`src/rtl/vga_timing_pkg.sv`:
```
// vga_timing_pkg: shared 640x480@60 raster constants, sync polarity encoding
// and small decode helpers used by the VGA timing generator.
package vga_timing_pkg;

  // Default 640x480@60 horizontal timing, in pixels
  localparam int VGA_H_ACTIVE = 640;
  localparam int VGA_H_FP     = 16;
  localparam int VGA_H_SYNC   = 96;
  localparam int VGA_H_BP     = 48;

  // Default 640x480@60 vertical timing, in lines
  localparam int VGA_V_ACTIVE = 480;
  localparam int VGA_V_FP     = 10;
  localparam int VGA_V_SYNC   = 2;
  localparam int VGA_V_BP     = 33;

  localparam int VGA_H_TOTAL = VGA_H_ACTIVE + VGA_H_FP + VGA_H_SYNC + VGA_H_BP;
  localparam int VGA_V_TOTAL = VGA_V_ACTIVE + VGA_V_FP + VGA_V_SYNC + VGA_V_BP;

  // Coordinate counter width and default pixel clock divider
  localparam int VGA_CNT_W   = 10;
  localparam int VGA_CLK_DIV = 1;

  // Sync polarity: the value is the level driven while the sync is asserted
  typedef enum logic {
    SYNC_ACTIVE_LOW  = 1'b0,
    SYNC_ACTIVE_HIGH = 1'b1
  } sync_pol_e;

  localparam logic VGA_SYNC_POL = SYNC_ACTIVE_LOW;

  // True when lo <= val <= hi
  function automatic logic in_window(input int unsigned val,
                                     input int unsigned lo,
                                     input int unsigned hi);
    return (val >= lo) && (val <= hi);
  endfunction

  // Pin level for a sync that is (or is not) inside its window
  function automatic logic sync_level(input logic asserted, input logic pol);
    return asserted ? pol : ~pol;
  endfunction

endpackage

```
`src/rtl/vga_pix_en_div.sv`:
```
// vga_pix_en_div: divides i_clk into a registered one-cycle pixel strobe.
// The divider counts only while i_enable is high, so freezing the raster
// also freezes the phase of the strobe.
module vga_pix_en_div
  import vga_timing_pkg::*;
#(
  parameter int CLK_DIV = VGA_CLK_DIV
) (
  input  logic i_clk,
  input  logic i_rst,
  input  logic i_enable,
  output logic o_pix_en
);

  localparam int DIV_W = (CLK_DIV > 1) ? $clog2(CLK_DIV) : 1;
  localparam logic [DIV_W-1:0] DIV_LAST = DIV_W'(CLK_DIV - 1);

  if (CLK_DIV < 1) begin : g_chk_div
    $error("vga_pix_en_div: CLK_DIV must be at least 1");
  end

  logic [DIV_W-1:0] div_cnt_r;
  logic [DIV_W-1:0] div_nxt_s;
  logic             wrap_s;
  logic             pix_en_r;

  // Next divider count and terminal-count detect, gated by i_enable
  always_comb begin
    div_nxt_s = div_cnt_r;
    wrap_s    = 1'b0;
    if (i_enable) begin
      wrap_s = (div_cnt_r == DIV_LAST);
      if (div_cnt_r == DIV_LAST) begin
        div_nxt_s = '0;
      end else begin
        div_nxt_s = div_cnt_r + DIV_W'(1);
      end
    end else begin
      div_nxt_s = div_cnt_r;
      wrap_s    = 1'b0;
    end
  end

  // Divider state and registered strobe
  always_ff @(posedge i_clk or posedge i_rst) begin
    if (i_rst) begin
      div_cnt_r <= '0;
      pix_en_r  <= 1'b0;
    end else begin
      div_cnt_r <= div_nxt_s;
      pix_en_r  <= wrap_s;
    end
  end

  assign o_pix_en = pix_en_r;

endmodule

```
`src/rtl/vga_timing_gen.sv`:
```
// vga_timing_gen: raster counters plus sync / active / strobe decode for the
// VGA test-pattern pipeline. Every output is registered from the post-advance
// counter values, so syncs, active and strobes always describe o_col/o_row.
// A low i_enable freezes the raster on the same edge it is seen.
module vga_timing_gen
  import vga_timing_pkg::*;
#(
  parameter int   H_ACTIVE = VGA_H_ACTIVE,
  parameter int   H_FP     = VGA_H_FP,
  parameter int   H_SYNC   = VGA_H_SYNC,
  parameter int   H_BP     = VGA_H_BP,
  parameter int   V_ACTIVE = VGA_V_ACTIVE,
  parameter int   V_FP     = VGA_V_FP,
  parameter int   V_SYNC   = VGA_V_SYNC,
  parameter int   V_BP     = VGA_V_BP,
  parameter int   CLK_DIV  = VGA_CLK_DIV,
  parameter logic SYNC_POL = VGA_SYNC_POL,
  parameter int   CNT_W    = VGA_CNT_W
) (
  input  logic             i_clk,
  input  logic             i_rst,
  input  logic             i_enable,
  output logic             o_pix_en,
  output logic             o_hsync,
  output logic             o_vsync,
  output logic             o_active,
  output logic [CNT_W-1:0] o_col,
  output logic [CNT_W-1:0] o_row,
  output logic             o_line_start,
  output logic             o_frame_start
);

  localparam int H_TOTAL = H_ACTIVE + H_FP + H_SYNC + H_BP;
  localparam int V_TOTAL = V_ACTIVE + V_FP + V_SYNC + V_BP;

  localparam logic [CNT_W-1:0] H_LAST = CNT_W'(H_TOTAL - 1);
  localparam logic [CNT_W-1:0] V_LAST = CNT_W'(V_TOTAL - 1);

  localparam int HS_LO = H_ACTIVE + H_FP;
  localparam int HS_HI = H_ACTIVE + H_FP + H_SYNC - 1;
  localparam int VS_LO = V_ACTIVE + V_FP;
  localparam int VS_HI = V_ACTIVE + V_FP + V_SYNC - 1;

  if (H_TOTAL > (1 << CNT_W)) begin : g_chk_h
    $error("vga_timing_gen: H_TOTAL does not fit in CNT_W bits");
  end
  if (V_TOTAL > (1 << CNT_W)) begin : g_chk_v
    $error("vga_timing_gen: V_TOTAL does not fit in CNT_W bits");
  end
  if (CLK_DIV < 1) begin : g_chk_div
    $error("vga_timing_gen: CLK_DIV must be at least 1");
  end

  logic             pix_en_s;
  logic             advance_s;
  logic [CNT_W-1:0] h_cnt_r;
  logic [CNT_W-1:0] v_cnt_r;
  logic [CNT_W-1:0] h_nxt_s;
  logic [CNT_W-1:0] v_nxt_s;
  logic             active_nxt_s;
  logic             hsync_nxt_s;
  logic             vsync_nxt_s;
  logic             line_start_nxt_s;
  logic             frame_start_nxt_s;
  logic             active_r;
  logic             hsync_r;
  logic             vsync_r;
  logic             line_start_r;
  logic             frame_start_r;

  vga_pix_en_div #(
    .CLK_DIV (CLK_DIV)
  ) u_pix_en_div (
    .i_clk    (i_clk),
    .i_rst    (i_rst),
    .i_enable (i_enable),
    .o_pix_en (pix_en_s)
  );

  // A strobe only moves the raster while the generator is enabled
  assign advance_s = pix_en_s & i_enable;

  // Next raster position: h wraps at the end of a line and carries into v
  always_comb begin
    h_nxt_s = h_cnt_r;
    v_nxt_s = v_cnt_r;
    if (advance_s) begin
      if (h_cnt_r == H_LAST) begin
        h_nxt_s = '0;
        if (v_cnt_r == V_LAST) begin
          v_nxt_s = '0;
        end else begin
          v_nxt_s = v_cnt_r + CNT_W'(1);
        end
      end else begin
        h_nxt_s = h_cnt_r + CNT_W'(1);
        v_nxt_s = v_cnt_r;
      end
    end else begin
      h_nxt_s = h_cnt_r;
      v_nxt_s = v_cnt_r;
    end
  end

  // Decode of the next position; strobes fire only on the edge that moves to col 0
  always_comb begin
    active_nxt_s = in_window(32'(h_nxt_s), 32'd0, 32'(H_ACTIVE - 1)) &&
                   in_window(32'(v_nxt_s), 32'd0, 32'(V_ACTIVE - 1));
    hsync_nxt_s  = sync_level(in_window(32'(h_nxt_s), 32'(HS_LO), 32'(HS_HI)), SYNC_POL);
    vsync_nxt_s  = sync_level(in_window(32'(v_nxt_s), 32'(VS_LO), 32'(VS_HI)), SYNC_POL);
    line_start_nxt_s  = advance_s && (h_nxt_s == '0);
    frame_start_nxt_s = advance_s && (h_nxt_s == '0) && (v_nxt_s == '0);
  end

  // Counters and output registers; a held position yields held outputs
  always_ff @(posedge i_clk or posedge i_rst) begin
    if (i_rst) begin
      h_cnt_r       <= H_LAST;
      v_cnt_r       <= V_LAST;
      active_r      <= 1'b0;
      hsync_r       <= ~SYNC_POL;
      vsync_r       <= ~SYNC_POL;
      line_start_r  <= 1'b0;
      frame_start_r <= 1'b0;
    end else begin
      h_cnt_r       <= h_nxt_s;
      v_cnt_r       <= v_nxt_s;
      active_r      <= active_nxt_s;
      hsync_r       <= hsync_nxt_s;
      vsync_r       <= vsync_nxt_s;
      line_start_r  <= line_start_nxt_s;
      frame_start_r <= frame_start_nxt_s;
    end
  end

  assign o_pix_en      = pix_en_s;
  assign o_hsync       = hsync_r;
  assign o_vsync       = vsync_r;
  assign o_active      = active_r;
  assign o_col         = h_cnt_r;
  assign o_row         = v_cnt_r;
  assign o_line_start  = line_start_r;
  assign o_frame_start = frame_start_r;

endmodule

```
`config.mk`:
```
export PLATFORM = sky130hd
export DESIGN_NAME = vga_timing_gen
export DESIGN_NICKNAME = d
export VERILOG_FILES = /design/src/rtl/vga_timing_pkg.sv /design/src/rtl/vga_pix_en_div.sv /design/src/rtl/vga_timing_gen.sv
export SDC_FILE = /design/constraint.sdc
export NUM_CORES = 1
export LEC_CHECK = 0
export CAP_MARGIN = 10
export CORE_ASPECT_RATIO = 0.9
export CORE_MARGIN = 2
export CORE_UTILIZATION = 50
export CTS_BUF_LIST = sky130_fd_sc_hd__clkbuf_16
export DETAILED_ROUTE_END_ITERATION = 8
export HOLD_SLACK_MARGIN = 0.06
export PLACE_DENSITY = 0.79
export SKIP_CTS_REPAIR_TIMING = 1
export SLEW_MARGIN = 10
export SYNTH_ARGS = -nofsm -noshare
export SYNTH_HDL_FRONTEND = slang
export SYNTH_SLANG_ARGS = --single-unit
```
`constraint.sdc`:
```
create_clock -name i_clk -period 3.85 [get_ports i_clk]
set_input_delay 0.385 -clock i_clk [delete_from_list [all_inputs] [get_ports i_clk]]
set_output_delay 0.385 -clock i_clk [all_outputs]
set_load 0.02 [all_outputs]
```
==> results of run 1 <==
==> layout by cell type, fill, tap and decap left out, types with 3 or more instances in the layout <==
cell	n
clkdlybuf4s50_1	28
dfrtp_1	14
nand2_1	13
dfstp_2	12
nand3_1	11
nor3_1	10
inv_1	10
xnor2_1	8
nor2_1	7
a21oi_1	6
and3_1	5
o21ai_0	5
nor3b_1	4
nand4_1	4
a211oi_1	4
o21a_1	4
and2_1	3
and4_1	3
a21o_1	3
xor2_1	3
or3_1	3
o211ai_1	3
ha_1	3
clkbuf_16	3
==> routing by layer <==
metal  vias to the layer above  track usage, %
met2                        69           37.20
li1                        684               -
met1                       701           30.77
met3                         8           5.631
met5                         -               0
met4                         0           4.658
==> metrics by stage <==
stage	instances	area (um2)	utilization [%]
2_1_floorplan	170	1619	-
3_3_place_gp	234	1912	62.34
3_5_place_dp	234	1912	62.34
4_1_cts	238	2017	65.77
5_1_grt	238	2017	65.77
6_report	238	2017	65.77
==> cell families (layout without fill, tap and decap cells) <==
group                    Yosys count  count (layout)  share of synthesized area [%]
buffers and inverters             16              42                          4.792
adder cells (fa/ha/maj)            3               3                          2.319
flip-flops                        26              26                          41.11
multiplexers                       3               3                          2.164
AO/OA/AOI/OAI                     36              36                          15.46
XOR/XNOR                          11              11                          5.951
AND/OR/NAND/NOR                   75              75                          28.21
==> state kept, by name, summed over array words and instances, names as in the netlist <==
name / flops
o_hsync: 1
o_vsync: 1
o_line_start: 1
o_col: 10
u_pix_en_div.o_pix_en: 1
o_active: 1
o_frame_start: 1
o_row: 10
==> power by group through the flow <==
stage / clock network (mW) / logic, mW / registers, mW
after CTS: 0.305 / 0.259 / 0.369
final: 0.296 / 0.259 / 0.371
after detailed placement: 0 / 0.256 / 0.373
after floorplan: 0 / 0.165 / 0.385
after global placement: 0 / 0.256 / 0.370
after global routing: 0.314 / 0.282 / 0.377
==> path summary, 6_finish.rpt <==
check / from / endpoint / depth (start not counted)
max reg2reg: o_col[4]$_DFF_PP1_ / o_active$_DFF_PP0_ / 7
min reg2reg: o_row[2]$_DFF_PP1_ / o_row[2]$_DFF_PP1_ / 2
max: o_col[4]$_DFF_PP1_ / o_active$_DFF_PP0_ / 7
min: o_row[2]$_DFF_PP1_ / o_row[2]$_DFF_PP1_ / 2
min in group asynchronous: i_rst / o_active$_DFF_PP0_ / 2
max in group asynchronous: i_rst / o_row[1]$_DFF_PP0_ / 2
==> worst max-delay path: cells and delay by family, from the launching register on <==
family        cells  cell delay [ps]
flops             1              630
simple gates      5             1930
buf+inv           1               90
xor+xnor          1              150
==> cell type report <==
class	count	area, um2	share of cell area [%]
Clock buffer	3	75.07	3.722
Clock inverter	1	30.03	1.489
Inverter	10	37.54	1.861
Multi-Input combinational cell	128	875.8	43.42
Sequential cell	26	665.6	33.00
Tap cell	42	52.55	2.605
Timing Repair Buffer	28	280.3	13.90
==> synthesized netlist by cell type (all sizes together) (5+ instances only) <==
master,n
xnor2,8
inv,10
nor2,7
nor3,11
nand2,14
a21oi,7
dfrtp,14
and3,5
o21ai,5
nand3,11
dfstp,12
==> results.md, run 1 <==
- Status: finished clean
- Area fraction of the dominant cell type after synthesis: 21.64%
- Initial core utilization: 52.79%
- Peak supply drop: 0.2985 mV
- Syn avg cell area: 9.524 um2
- Mapped cell area: 0.001619 mm2
- Comb power frac: 27.9%
- Top cells by area, synth: dfrtp_1 (22%), dfstp_2 (19%), xnor2_1 (4.3%)
- Clk buf depth: 2
- Clk pin slew, worst setup/hold paths: 60 ps
- Avg WL per Cell: 15.97 um
- FFs w/ async S/R, synth: 100.0%
- Drt first pass iters: 4
- Nets: 203
- Initial antenna violation count: 0
- CP dominant cell by count: and4_1
- Ports: 29
- Yosys cell types: 48
- Metal2 WL: 1.814 mm
- Die W: 63.98 um
- Share of cells above drive strength 1: 14.29%
- Met3 wire len: 266 um
- Row count: 19
- Vias: 1462
- Final HPWL DP: 2.733 mm
- Hold Violations, Final: 0
- Vias in the first global route: 1372
- Met1 wire length: 1.675 mm
- Sw power: 288.2 uW
- Synth Net Count: 176
- Cell-by-cell trace of the critical path: or4b_4 > nor4_4 > and4_1 > xnor2_1 > inv_1 > and4_1 > nor3_1
- RSZ-0062 raised after global routing: no
- Max-slew violation count: 0
- Tcrit/Tclk final: 75.28%
- Area added between synthesis and finish: 24.57%
- Max_cap viols: 0
- Skew final: 3.634 ps
- Core area: 0.003067 mm2
- Crit path kind: register to register
- Slew at the pin closest to its max-slew limit: 967.0 ps
- Crit-path max cell delay: 700 ps
- Yosys warns: 0
- Synth Register Bits: 26
- CTS root buf: clkbuf_16
- Critical Path RT: 4020 ps
- Reg power frac: 40.0%
- Internal power: 638.0 uW
- Seq/Total Area, Yosys: 41.11%
- Largest net degree at the start of global routing: 27
- Max Fclk: 0.3450 GHz
- Final Critical Period: 2898 ps
- First-pass GRT wire length: 6.658 mm
- Crit path arrival time: 3070 ps
- Count of final setup violators: 0
- Rel. slew slack: 35.46%
- Setup Total Neg Slack: 0 ps
- Slowest cell on crit path: nor4_4
- Die Span Y: 57.99 um
- Synth Instances: 170
- Port Buf Inserts: 28
- GR Overflow Total: 0
- Hold Slack: 534.9 ps
- Final-layout fill cell count: 243
- Clock share of power: 32.0%
- CTS buffer count: 3
- Synth area leader: dfrtp_1
- Vias per cell: 6.143
- CP Capture Type: register
- Total GRT Usage: 22.66%
- Max FO, Critical Path: 14
- Uppermost routed layer: met4
- Setup ws final: 951.7 ps
- Die Area: 0.003710 mm2
- Overall Power: 926.2 uW
- Ant. Diodes: 0
- # H-tree levels: 1
- Clock sinks: 26
- Worst min-delay path category: register to register
- Clock latency on the worst-skew pair: 260 ps
- Static Leak: 0.8255 nW
- DRC viols: 0
- DRT Wirelength: 3.802 mm
- CP Launch Type: register
- CTS tree: done
- EDFF count, synth: 0
- Placement Setup Slack: 993.2 ps
- RePlAce Congestion: 0.9364
- Ys flop type: dfrtp_1
- Pwr/cell area: 459.2 mW/mm2
- DRT iter0 DRCs: 105
- Antenna viol nets, final: 0
- Flop-to-flop setup slack: 950 ps
- Switching Share: 31.11%
No activity file was read; power rests on OpenSTA's default activity.
==> inputs of run 2 (changes only) <==
--- a/config.mk
+++ b/config.mk
@@ -8,11 +8,11 @@
 export CAP_MARGIN = 10
 export CORE_ASPECT_RATIO = 0.9
 export CORE_MARGIN = 2
-export CORE_UTILIZATION = 50
+export CORE_UTILIZATION = 47
 export CTS_BUF_LIST = sky130_fd_sc_hd__clkbuf_16
 export DETAILED_ROUTE_END_ITERATION = 8
 export HOLD_SLACK_MARGIN = 0.06
-export PLACE_DENSITY = 0.79
+export PLACE_DENSITY = 0.78
 export SKIP_CTS_REPAIR_TIMING = 1
 export SLEW_MARGIN = 10
 export SYNTH_ARGS = -nofsm -noshare
==> constraint.sdc (replaced) <==
create_clock -name i_clk -period 2.4 [get_ports i_clk]
set_input_delay 0.24 -clock i_clk [delete_from_list [all_inputs] [get_ports i_clk]]
set_output_delay 0.24 -clock i_clk [all_outputs]
set_load 0.02 [all_outputs]
==> results.md, run 2 (synthesis gave the netlist of run 1 again) <==
- Initial core utilization: 48.65%
- DRT iter0 DRCs: 111
- Most frequent cells in the layout: clkdlybuf4s50_1 (28), buf_4 (23), dfrtp_1 (14), nand2_1 (13), dfstp_2 (12)
- GR Overflow Total: 0
- Max FO, Critical Path: 5
- Row count: 20
- Count of final setup violators: 3
- Nets: 228
- Critical Path RT: 2530 ps
- Uppermost routed layer: met4
- Clock sinks: 26
- RePlAce Congestion: 0.9082
- Crit-path max cell delay: 520 ps
- Port Buf Inserts: 28
- Antenna viol nets, final: 0
- Clk buf depth: 2
- Clk pin slew, worst setup/hold paths: 60 ps
- Rel. slew slack: 73.88%
- Slowest cell on crit path: dfstp_2
- Peak supply drop: 0.6470 mV
- Switching Share: 33.59%
- Metal2 WL: 2.152 mm
- Final Critical Period: 2460 ps
- Worst Setup EP: o_frame_start$_DFF_PP0_
- Worst r2r src: o_col[4]$_DFF_PP1_
- Vias per cell: 5.974
- Cell count of the worst reg-to-reg path: 8
- Avg WL per Cell: 17.05 um
- Crit path arrival time: 2590 ps
- Area added between synthesis and finish: 44.98%
- DRC viols: 0
- Static Leak: 0.9858 nW
- Setup ws final: -60.40 ps
- CTS buffer count: 3
- # H-tree levels: 1
- Worst min-delay path category: primary input to asynchronous set/reset pin
- Vias in the first global route: 1417
- Worst path bufs/invs: 2
- DRT Wirelength: 4.519 mm
- Crit path kind: register to register
- Max Fclk: 0.4064 GHz
- First-pass GRT wire length: 6.630 mm
- Clock share of power: 24.3%
- Drt first pass iters: 4
- Setup Total Neg Slack: -102.7 ps
- Comb power frac: 37.5%
- Total GRT Usage: 22.29%
- Total number of cells along the worst setup path: 8
- Vias: 1583
- Non-filler cells, final: 265
- Met1 wire length: 1.973 mm
- Final HPWL DP: 2.989 mm
- Failing checks: setup timing
- Sw power: 498.7 uW
- Placed cell count: 256
- Max_cap viols: 0
- Most common cell after layout, fill and taps aside: clkdlybuf4s50_1
- Clock latency on the worst-skew pair: 260 ps
- Flop-to-flop setup slack: -60 ps
- Initial antenna violation count: 0
- Cell-by-cell trace of the critical path: or4b_4 > nor4_4 > buf_4 > buf_4 > a41o_1 > a22oi_1 > o2111ai_1 > nor4b_4
- RSZ-0062 raised after global routing: yes
- Core area: 0.003328 mm2
- Max-slew violation count: 0
- Die Area: 0.003931 mm2
- Worst reg2reg endpoint: o_frame_start$_DFF_PP0_
- Die W: 65.87 um
- Die Span Y: 59.68 um
- Family with the most delay on the worst path: simple AND/OR/NAND/NOR gates
- Pwr/cell area: 632.6 mW/mm2
- CP dominant cell by count: buf_4
- Tcrit/Tclk final: 102.5%
- CTS root buf: clkbuf_16
- Worst Setup SP: o_col[4]$_DFF_PP1_
- Skew final: 3.242 ps
- Final-layout fill cell count: 238
- CP Capture Type: register
- Ant. Diodes: 0
- CP Launch Type: register
- Slew at the pin closest to its max-slew limit: 388.9 ps
- Share of cells above drive strength 1: 30.77%
- Internal power: 986.1 uW
- Largest net degree at the start of global routing: 27
- Reg power frac: 38.2%
- Hold Violations, Final: 0
- Met3 wire len: 293 um
- Ports: 29
- Status: finished, violations left
- CTS tree: done
## run 2: cell types whose count changed in the layout (fill, tap and decap cells not counted), sizes merged
cell,change
buf,+24
bufinv,-1
clkbuf,+1
clkinv,+1
## run 2: per-layer routing
metal	up-vias	global-route usage [%]
met4	0	6.548
met1	773	31.63
li1	729	-
met5	-	0
met3	10	4.520
met2	71	34.78
## run 2: cell type report
class | count | area [um2] | share of cell area (%)
Inverter | 10 | 37.54 | 1.599
Clock inverter | 1 | 3.754 | 0.1599
Multi-Input combinational cell | 128 | 1012 | 43.12
Timing Repair Buffer | 53 | 498.0 | 21.22
Clock buffer | 3 | 75.07 | 3.198
Sequential cell | 26 | 665.6 | 28.36
Tap cell | 44 | 55.05 | 2.345
## run 2: how the worst min path moves through the flow
stage / start / end / cells past startpoint
4_1_cts: i_rst / o_col[5]$_DFF_PP0_ / 3
3_3_place_gp: o_row[2]$_DFF_PP1_ / o_row[2]$_DFF_PP1_ / 2
2_1_floorplan: i_rst / o_active$_DFF_PP0_ / 1
3_5_place_dp: o_row[2]$_DFF_PP1_ / o_row[2]$_DFF_PP1_ / 2
6_report: i_rst / o_row[8]$_DFF_PP0_ / 3
5_1_grt: i_rst / o_col[6]$_DFF_PP0_ / 3
## run 2: power by group through the flow
| stage | logic, mW | registers (mW) | clock network, mW |
|---|---|---|---|
| detailed placement | 0.515 | 0.563 | 0 |
| finish | 0.557 | 0.567 | 0.361 |
| CTS | 0.525 | 0.557 | 0.363 |
| global placement | 0.505 | 0.560 | 0 |
| floorplan | 0.273 | 0.619 | 0 |
| global route | 0.599 | 0.574 | 0.389 |
## run 2: worst register-to-register path, cell delays in order, from the launching register on
cell	delay [ps]
dfstp_2	520
or4b_4	490
nor4_4	310
buf_4	200
buf_4	110
a41o_1	200
a22oi_1	100
o2111ai_1	330
nor4b_4	80
## run 2: per-stage QoR
stage	power (mW)	utilization [%]	cell area, um2	hold WS [ps]	setup slack, ps
after global routing	1.563	70.53	2347	392.6	-140.5
final	1.485	70.53	2347	335.8	-60.40
after detailed placement	1.078	62.82	2091	537.5	-44.18
after floorplan	0.8923	-	1639	271.1	-174.8
after CTS	1.445	65.19	2170	346.4	-72.96
after global placement	1.064	62.82	2091	524.3	-45.20
